File: src/rtl/lf32_add_arbiter.sv
// Round-robin front end that time-shares one Ladner-Fischer 32-bit adder among
// NREQ requesters through a two-register (operand, result) pipeline.

module lf32 (
    input  logic [63:0] i_in,
    output logic [32:0] o_out
);
    logic [31:0] w_a;
    logic [31:0] w_b;
    logic [31:0] w_g [6];
    logic [31:0] w_p [6];
    logic [31:0] w_sum;

    // Pins are MSB-first; prefix tree pairs each bit with the top of the lower half-block.
    always_comb begin
        int unsigned j;
        j = 0;
        w_a   = '0;
        w_b   = '0;
        w_sum = '0;
        for (int unsigned i = 0; i < 32; i++) begin
            w_a[i] = i_in[31 - i];
            w_b[i] = i_in[63 - i];
        end
        w_g[0] = w_a & w_b;
        w_p[0] = w_a ^ w_b;
        for (int unsigned l = 0; l < 5; l++) begin
            w_g[l + 1] = w_g[l];
            w_p[l + 1] = w_p[l];
            for (int unsigned i = 0; i < 32; i++) begin
                if (((i >> l) & 1) == 1) begin
                    j = ((i >> l) << l) - 1;
                    w_g[l + 1][i] = w_g[l][i] | (w_p[l][i] & w_g[l][j]);
                    w_p[l + 1][i] = w_p[l][i] & w_p[l][j];
                end
            end
        end
        w_sum[0] = w_p[0][0];
        for (int unsigned i = 1; i < 32; i++) begin
            w_sum[i] = w_p[0][i] ^ w_g[5][i - 1];
        end
        o_out[0] = w_g[5][31];
        for (int unsigned i = 0; i < 32; i++) begin
            o_out[32 - i] = w_sum[i];
        end
    end
endmodule

module lf32_add_arbiter #(
    parameter  int unsigned NREQ = 4,
    parameter  int unsigned TAGW = 4,
    localparam int unsigned IDW  = $clog2(NREQ)
) (
    input  logic                 clk,
    input  logic                 rst,
    input  logic [NREQ-1:0]      req_valid,
    output logic [NREQ-1:0]      req_ready,
    input  logic [NREQ*32-1:0]   req_a,
    input  logic [NREQ*32-1:0]   req_b,
    input  logic [NREQ*TAGW-1:0] req_tag,
    output logic                 rsp_valid,
    input  logic                 rsp_ready,
    output logic [31:0]          rsp_sum,
    output logic                 rsp_cout,
    output logic [IDW-1:0]       rsp_id,
    output logic [TAGW-1:0]      rsp_tag
);
    logic [IDW-1:0]  r_ptr;
    logic            r_s1_v;
    logic [31:0]     r_s1_a;
    logic [31:0]     r_s1_b;
    logic [IDW-1:0]  r_s1_id;
    logic [TAGW-1:0] r_s1_tag;
    logic            r_rsp_valid;
    logic [31:0]     r_rsp_sum;
    logic            r_rsp_cout;
    logic [IDW-1:0]  r_rsp_id;
    logic [TAGW-1:0] r_rsp_tag;

    logic            w_s2_load;
    logic            w_s1_free;
    logic            w_any;
    logic [IDW-1:0]  w_win;
    logic            w_accept;
    logic [NREQ-1:0] w_req_ready;
    logic [63:0]     w_lf_in;
    logic [32:0]     w_lf_out;
    logic [31:0]     w_sum;

    assign w_s2_load = r_s1_v & (~r_rsp_valid | rsp_ready);
    assign w_s1_free = ~r_s1_v | w_s2_load;
    assign w_accept  = w_s1_free & w_any & ~rst;

    always_comb begin
        int unsigned idx;
        idx   = 0;
        w_any = 1'b0;
        w_win = '0;
        for (int unsigned k = 0; k < NREQ; k++) begin
            idx = 32'(r_ptr) + k;
            if (idx >= NREQ) begin
                idx = idx - NREQ;
            end
            if (!w_any && req_valid[IDW'(idx)]) begin
                w_any = 1'b1;
                w_win = IDW'(idx);
            end
        end
    end

    always_comb begin
        w_req_ready = '0;
        if (w_accept) begin
            w_req_ready[w_win] = 1'b1;
        end
    end

    always_comb begin
        w_lf_in = '0;
        w_sum   = '0;
        for (int unsigned i = 0; i < 32; i++) begin
            w_lf_in[i]      = r_s1_a[31 - i];
            w_lf_in[32 + i] = r_s1_b[31 - i];
            w_sum[i]        = w_lf_out[32 - i];
        end
    end

    lf32 u_lf32 (
        .i_in  (w_lf_in),
        .o_out (w_lf_out)
    );

    always_ff @(posedge clk) begin
        if (rst) begin
            r_ptr       <= '0;
            r_s1_v      <= 1'b0;
            r_s1_a      <= '0;
            r_s1_b      <= '0;
            r_s1_id     <= '0;
            r_s1_tag    <= '0;
            r_rsp_valid <= 1'b0;
            r_rsp_sum   <= '0;
            r_rsp_cout  <= 1'b0;
            r_rsp_id    <= '0;
            r_rsp_tag   <= '0;
        end else begin
            if (w_accept) begin
                r_s1_v   <= 1'b1;
                r_s1_a   <= req_a[32*w_win +: 32];
                r_s1_b   <= req_b[32*w_win +: 32];
                r_s1_tag <= req_tag[TAGW*w_win +: TAGW];
                r_s1_id  <= w_win;
                r_ptr    <= (32'(w_win) == NREQ - 1) ? '0 : w_win + 1'b1;
            end else if (w_s2_load) begin
                r_s1_v <= 1'b0;
            end
            if (w_s2_load) begin
                r_rsp_valid <= 1'b1;
                r_rsp_sum   <= w_sum;
                r_rsp_cout  <= w_lf_out[0];
                r_rsp_id    <= r_s1_id;
                r_rsp_tag   <= r_s1_tag;
            end else if (r_rsp_valid && rsp_ready) begin
                r_rsp_valid <= 1'b0;
            end
        end
    end

    assign req_ready = w_req_ready;
    assign rsp_valid = r_rsp_valid;
    assign rsp_sum   = r_rsp_sum;
    assign rsp_cout  = r_rsp_cout;
    assign rsp_id    = r_rsp_id;
    assign rsp_tag   = r_rsp_tag;
endmodule

File: config.mk
export PLATFORM = sky130hd
export DESIGN_NAME = lf32_add_arbiter
export DESIGN_NICKNAME = d
export VERILOG_FILES = /design/src/rtl/lf32_add_arbiter.sv
export SDC_FILE = /design/constraint.sdc
export NUM_CORES = 1
export LEC_CHECK = 0
export ABC_AREA = 1
export CORE_ASPECT_RATIO = 2
export CORE_MARGIN = 2
export CORE_UTILIZATION = 49
export CTS_BUF_LIST = sky130_fd_sc_hd__clkbuf_8
export CTS_CLUSTER_DIAMETER = 80
export DETAILED_ROUTE_END_ITERATION = 10
export PLACE_DENSITY = 0.94
export SLEW_MARGIN = 25
export SYNTH_ARGS = -nofsm -noshare
export SYNTH_HDL_FRONTEND = slang
export SYNTH_SLANG_ARGS = --single-unit
export TNS_END_PERCENT = 50
File: constraint.sdc
create_clock -name clk -period 4.7 [get_ports clk]
set_input_delay 1.175 -clock clk [delete_from_list [all_inputs] [get_ports clk]]
set_output_delay 1.175 -clock clk [all_outputs]
set_load 0.005 [all_outputs]
# Word-level counts from Yosys, hierarchy flattened
# Cells that the tools add are included.
# W data, S select, Z words.
[totals] register_bits=113 latchBits=0 ramBits=0 mem_bits_ro=0 in_bits=279 output_inout_bits=44 elab_cells=321 memories=0
[classes] add_sub_neg=8 multipliers=0 n_div=0 magnitude_cmp=10 n_eq_ne=1 shift=3 muxes=28 bitwise_logic=250 n_reduce_logical=10
[op_table] op="$shiftx A128 B8 Y32" count=2
[op_table] op="$and A1 B1 Y1" count=132
[op_table] op="$or A1 B1 Y1" count=82
[op_table] op="$and A32 B32 Y32" count=1
[op_table] op="$xor A32 B32 Y32" count=1
[op_table] op="$xor A1 B1 Y1" count=31
[op_table] op="$mux W2" count=9
[op_table] op="$shiftx A16 B5 Y4" count=1
[op_table] op="$lt A2 B3 Y1 const B" count=5
[op_table] op="$mux W1" count=13
[op_table] op="$ge A3 B3 Y1 const B" count=3
[op_table] op="$bmux W1 S2" count=4
[op_table] op="$sub A2 B1 Y2 const B" count=4
[op_table] op="$add A2 B2 Y3 const B" count=2
[op_table] op="$logic_and A1 B1 Y1" count=5
[op_table] op="$mux W4" count=1
[op_table] op="$reduce_bool A2 Y1" count=2
[op_table] op="$add A2 B1 Y3 const B" count=1
[op_table] op="$ge A2 B3 Y1 const B" count=1
[op_table] op="$logic_not A1 Y1" count=3
[op_table] op="$not A1 Y1" count=3
[op_table] op="$add A2 B1 Y2 const B" count=1
[op_table] op="$demux W1 S2" count=1
[op_table] op="$eq A2 B2 Y1 const B" count=1
[op_table] op="$ge A2 B1 Y1 const B" count=1

# Longest topological paths before layout
# Gate-level depths: netlist of the first run.
[logic_depth] depth_word=19 ltp_mapped=18 depth_no_buf=16

# Cells and area by module
# From an unflattened synthesis of the first run, not the netlist that was laid out.
[hier_totals] hier_cells=1349 area_unflattened_um2=8461.9
[by_module_without_submodules] module="lf32_add_arbiter" instances=1 cells_each=1043 area_each_um2=6735.2 seq_area_each_um2=2262.2
[by_module_without_submodules] module="lf32" instances=1 cells_each=306 area_each_um2=1726.7 seq_area_each_um2=0.0

# Worst setup path after synthesis of the first run
# Ideal clock, no wire load.
[synth_path] kind="input-to-output" from="in req_valid[3]" to="out req_ready[0]" arrival_ns=2.447 t_required_ns=3.525 path_slack_ns=1.078 stages=12 path_buffers=2 cell_sequence="inv_1 nand2_1 nand3_2 nand2_2 nor2_4 nand3_2 nand3_2 buf_2 buf_2 ha_1 inv_1 nor2_1"
[synth_via] elab_chain_len=17 word_cells_on_any_way=30 classes_between="2 x order compare; 19 x mux; 2 x bitwise; 7 x reduce/logical"
[synth_lines] element="start: declaration" line="56" source="input logic [NREQ-1:0] req_valid,"
[synth_lines] element="$bmux W1 S2" line="104" source="if (!w_any && req_valid[IDW'(idx)]) begin"
[synth_lines] element="$mux W1 (implied by the code)" line="104"
[synth_lines] element="$mux W1" line="104"
[synth_lines] element="$logic_not A1 Y1" line="104"
[synth_lines] element="$logic_and A1 B1 Y1" line="104"
[synth_lines] element="$mux W1" line="104"
[synth_lines] element="$logic_not A1 Y1" line="104"
[synth_lines] element="$logic_and A1 B1 Y1" line="104"
[synth_lines] element="$mux W1" line="104"
[synth_lines] element="$logic_not A1 Y1" line="104"
[synth_lines] element="$logic_and A1 B1 Y1" line="104"
[synth_lines] element="$mux W2" line="104"
[synth_lines] element="$lt A2 B3 Y1 (implied by the code) / $ge A2 B1 Y1 (equally long branches)" line="114" source="w_req_ready[w_win] = 1'b1;"
[synth_lines] element="$logic_and A1 B1 Y1 (implied by the code)" line="114"
[synth_lines] element="$mux W1 (implied by the code)" line="114"
[synth_lines] element="$demux W1 S2" line="114"
[synth_lines] element="$mux W4 *" line="113" source="if (w_accept) begin"
[synth_lines] element="end: declaration" line="57" source="output logic [NREQ-1:0] req_ready,"
# Every way passes the cells marked *; elsewhere a longest branch is shown, timed or not. The select of a mux whose other input is x is not followed.

# Worst setup path after layout of the first run
[layout_path] from="in req_valid[2]" to="out req_ready[3]"
# The elaborated chain is that of the path after synthesis.

==> results of run 1 <==
-- per-stage QoR --
stage | hold slack [ns] | power [W]
floorplan | 0.441 | 0.00612
global placement | 0.453 | 0.00761
detailed placement | 0.454 | 0.00776
CTS | 0.465 | 0.00878
global route | 0.502 | 0.00964
finish | 0.467 | 0.00875
-- critical path, stage by stage --
cell and delay, ns:
clkdlybuf4s50_1 0.49, inv_1 0.06, nand2_1 0.10, nand3_1 0.11
nand2_1 0.11, nand2_1 0.08, nand3_1 0.14, nand3_4 0.15
inv_4 0.10, ha_1 0.14, inv_1 0.04, nor2_1 0.17
clkdlybuf4s50_1 0.53
-- sequential cells by signal, summed over array words and instances, names as in the netlist, 2 cells and up --
signal	flops
r_ptr	2
r_s1_a	32
r_s1_b	32
r_s1_id	2
r_s1_tag	4
rsp_id	2
rsp_sum	32
rsp_tag	4
-- cells in the final DEF (no fill, tap or decap), types with 2 or more instances in the layout --
| cell | netlist | routed |
|---|---|---|
| buf_4 | 9 | 16 |
| inv_1 | 137 | 136 |
| a21oi_1 | 43 | 43 |
| clkbuf_8 | 0 | 18 |
| clkinvlp_4 | 0 | 5 |
| a21o_1 | 2 | 2 |
| nor3_1 | 4 | 4 |
| o21ai_0 | 34 | 34 |
| o211ai_1 | 31 | 31 |
| nand4_1 | 12 | 12 |
| clkdlybuf4s50_1 | 0 | 322 |
| nor2_4 | 2 | 2 |
| nand3_1 | 175 | 175 |
| inv_6 | 0 | 3 |
| o21bai_1 | 2 | 2 |
| xnor2_1 | 2 | 2 |
| or2_0 | 20 | 20 |
| dfxtp_1 | 113 | 113 |
| bufinv_16 | 0 | 3 |
| or2_2 | 9 | 9 |
| clkinv_4 | 0 | 3 |
| nand3_2 | 5 | 4 |
| fa_1 | 5 | 5 |
| nand2_1 | 586 | 586 |
| xor2_1 | 5 | 5 |
| inv_2 | 9 | 9 |
| ha_1 | 35 | 35 |
| or2_1 | 3 | 3 |
| nor2_1 | 84 | 84 |
| diode_2 | 0 | 2 |
| nand2_2 | 6 | 6 |
| a21boi_0 | 2 | 2 |
-- worst min path at each step --
| stage | to | cells past startpoint |
|---|---|---|
| after global placement | r_s1_id[0] | 2 |
| final | r_s1_id[0] | 2 |
| after global routing | r_s1_a[5] | 2 |
| after CTS | r_s1_id[0] | 2 |
| after floorplan | r_s1_id[0] | 2 |
| after detailed placement | r_s1_id[0] | 2 |
-- per-layer routing --
layer / wire, µm / GRT usage / vias up
met3: 1690 / 0.0544 / 111
met5: 0 / 0 / -
li1: - / - / 4992
met1: 10400 / 0.336 / 4355
met4: 2020 / 0.211 / 0
met2: 14600 / 0.553 / 406
-- kinds of logic (layout without fill, tap and decap cells) --
group,Yosys count,after routing,share of synthesized area
AOI/OAI and AO/OA,117,117,0.0828
xor gates and xnor gates,7,7,0.00736
buffers and inverters,222,516,0.116
other,0,2,0
and+or+nand+nor,908,908,0.458
adders and majority gates,40,40,0.0646
DFF,113,113,0.272
-- cell type report --
cell class	count	area [µm²]	share of cell area
sequential	113	2260	0.189
clock buffer	18	248	0.0207
clock inverter	14	180	0.0151
inverter	146	551	0.0460
antenna	2	5.00	0.000418
multi-input combinational	1072	5120	0.428
timing repair buffer	338	3340	0.279
tap	207	259	0.0216
-- report_power, final --
group          internal [W]  total (W)  switching [W]  leakage, nW
Clock              0.000545   0.000987       0.000442        0.199
Combinational       0.00219    0.00607        0.00389         4.90
Sequential          0.00138    0.00169       0.000313        0.939
Total               0.00411    0.00875        0.00464         6.04
==> metrics.cfg, run 1 <==
[status]
status=finished clean

[cts]
cts_buffers=17
cts-resized-gates=0
cts_sinks=113
h-tree-depth=4
clkTransAtPathRegs_ns=0.07
cts_hold_buf=0
post_cts.repair.setup_buffers=0
root_buffer=clkbuf_8
clk_path_buf_depth=2
clock_latency_ns=0.44
cts_tree=yes

[yosys]
synth_seq_cells=113
synth_commonest_cells=586 x nand2_1, 175 x nand3_1, 137 x inv_1
synth_top_area_frac=0.272
yosys-top-cells-area=dfxtp_1 27%, nand2_1 26%, nand3_1 11%, inv_1 6.2%, ha_1 5.3%
netlist_area_um2=8330
synth_most_common_cell=nand2_1
synth_top_area_cell=dfxtp_1
synth_cell_type_count=35
synthArstFlopShare=0
ys_seq_area_frac=0.272
ys.flop_type=dfxtp_1
yosysWarnings=0
synth.avg_cell_area_um2=5.92
synth_edf_count=0
synth_cells=1407
syn-num-nets=1726

[sta]
maxSlewViolCount=0
finalCritPeriodShare=0.971
setup_violations=0
slew_headroom=0.321
rsz0062_at_grt=false
hold_violations=0
layout_min_cycle_time_ns=4.56
max_freq_mhz=219
tightestPinTransition_ns=1.02
finClkSkew_ns=0.0119
setup_tns_ns=0
fin_ws_ns=0.136

[floorplan]
rows=67
core_area_um2=16700
die-area_um2=18100
die_h_um=188
dieWidth_um=96.2
initial_core_util=0.499
ios=323

[worst_setup_path]
cp-start-kind=input port
critPathKind=input port to output pin
r2r-end=r_s1_id[1]
startpoint=req_valid[2]
worstRegToRegCells=13
reg2reg_from=r_ptr[0]
crit_fanout=8
required_ns=3.52
crit_path_end_kind=output pin
arrival_ns=3.39
timing.reg2reg.setup_slack_ns=1.38
endpoint=req_ready[3]

[finish]
num-fill-cells=1380
stdcell_count=1910
drive_gt1_frac=0.0488
fin_util=0.717
finalInstanceArea_um2=12000
syn_to_final_growth_pct=43.7
nets=2007

[detailed_routing]
drt-wirelength-per-cell_um=15.0
route.vias.total=9864
antenna_left=0
routed_wl_um=28700
firstDrtPassIters=6
via_per_inst=5.16
first_iter_violations=495
drc=0

[global_route]
grt_pass1_wl_um=45500
grt-ovfl-total=0
grt_antenna_before_repair=2
grt_pass1_vias=9737
grt.total_usage=0.317
grt_max_degree=95

[pwr]
ir_worst_vdd_mv=1.51
leakage_nw=6.04
power_density_nw_per_um2=732

[placement]
dp_hpwl_um=22600
dp_cells=1876
globalplace.congestion=0.970
io_buffers=322
dpl-instance-area_um2=11500
post-place-ws_ns=0.107

[flow_run]
drv_cap=0

[worst_hold_path]
hold_path_startpoint=r_s1_id[0]
worstHoldPathType=register to register

Note: power is estimated with default switching activity, not from simulation.
==> run 2: changes to the inputs <==
--- a/config.mk
+++ b/config.mk
@@ -12,6 +12,7 @@
 export CTS_BUF_LIST = sky130_fd_sc_hd__clkbuf_8
 export CTS_CLUSTER_DIAMETER = 80
 export DETAILED_ROUTE_END_ITERATION = 10
+export HOLD_SLACK_MARGIN = 0.08
 export PLACE_DENSITY = 0.94
 export SLEW_MARGIN = 25
 export SYNTH_ARGS = -nofsm -noshare
==> results of run 2 <==
Same layout as run 1: the final DEF is identical, and so are final timing and power.
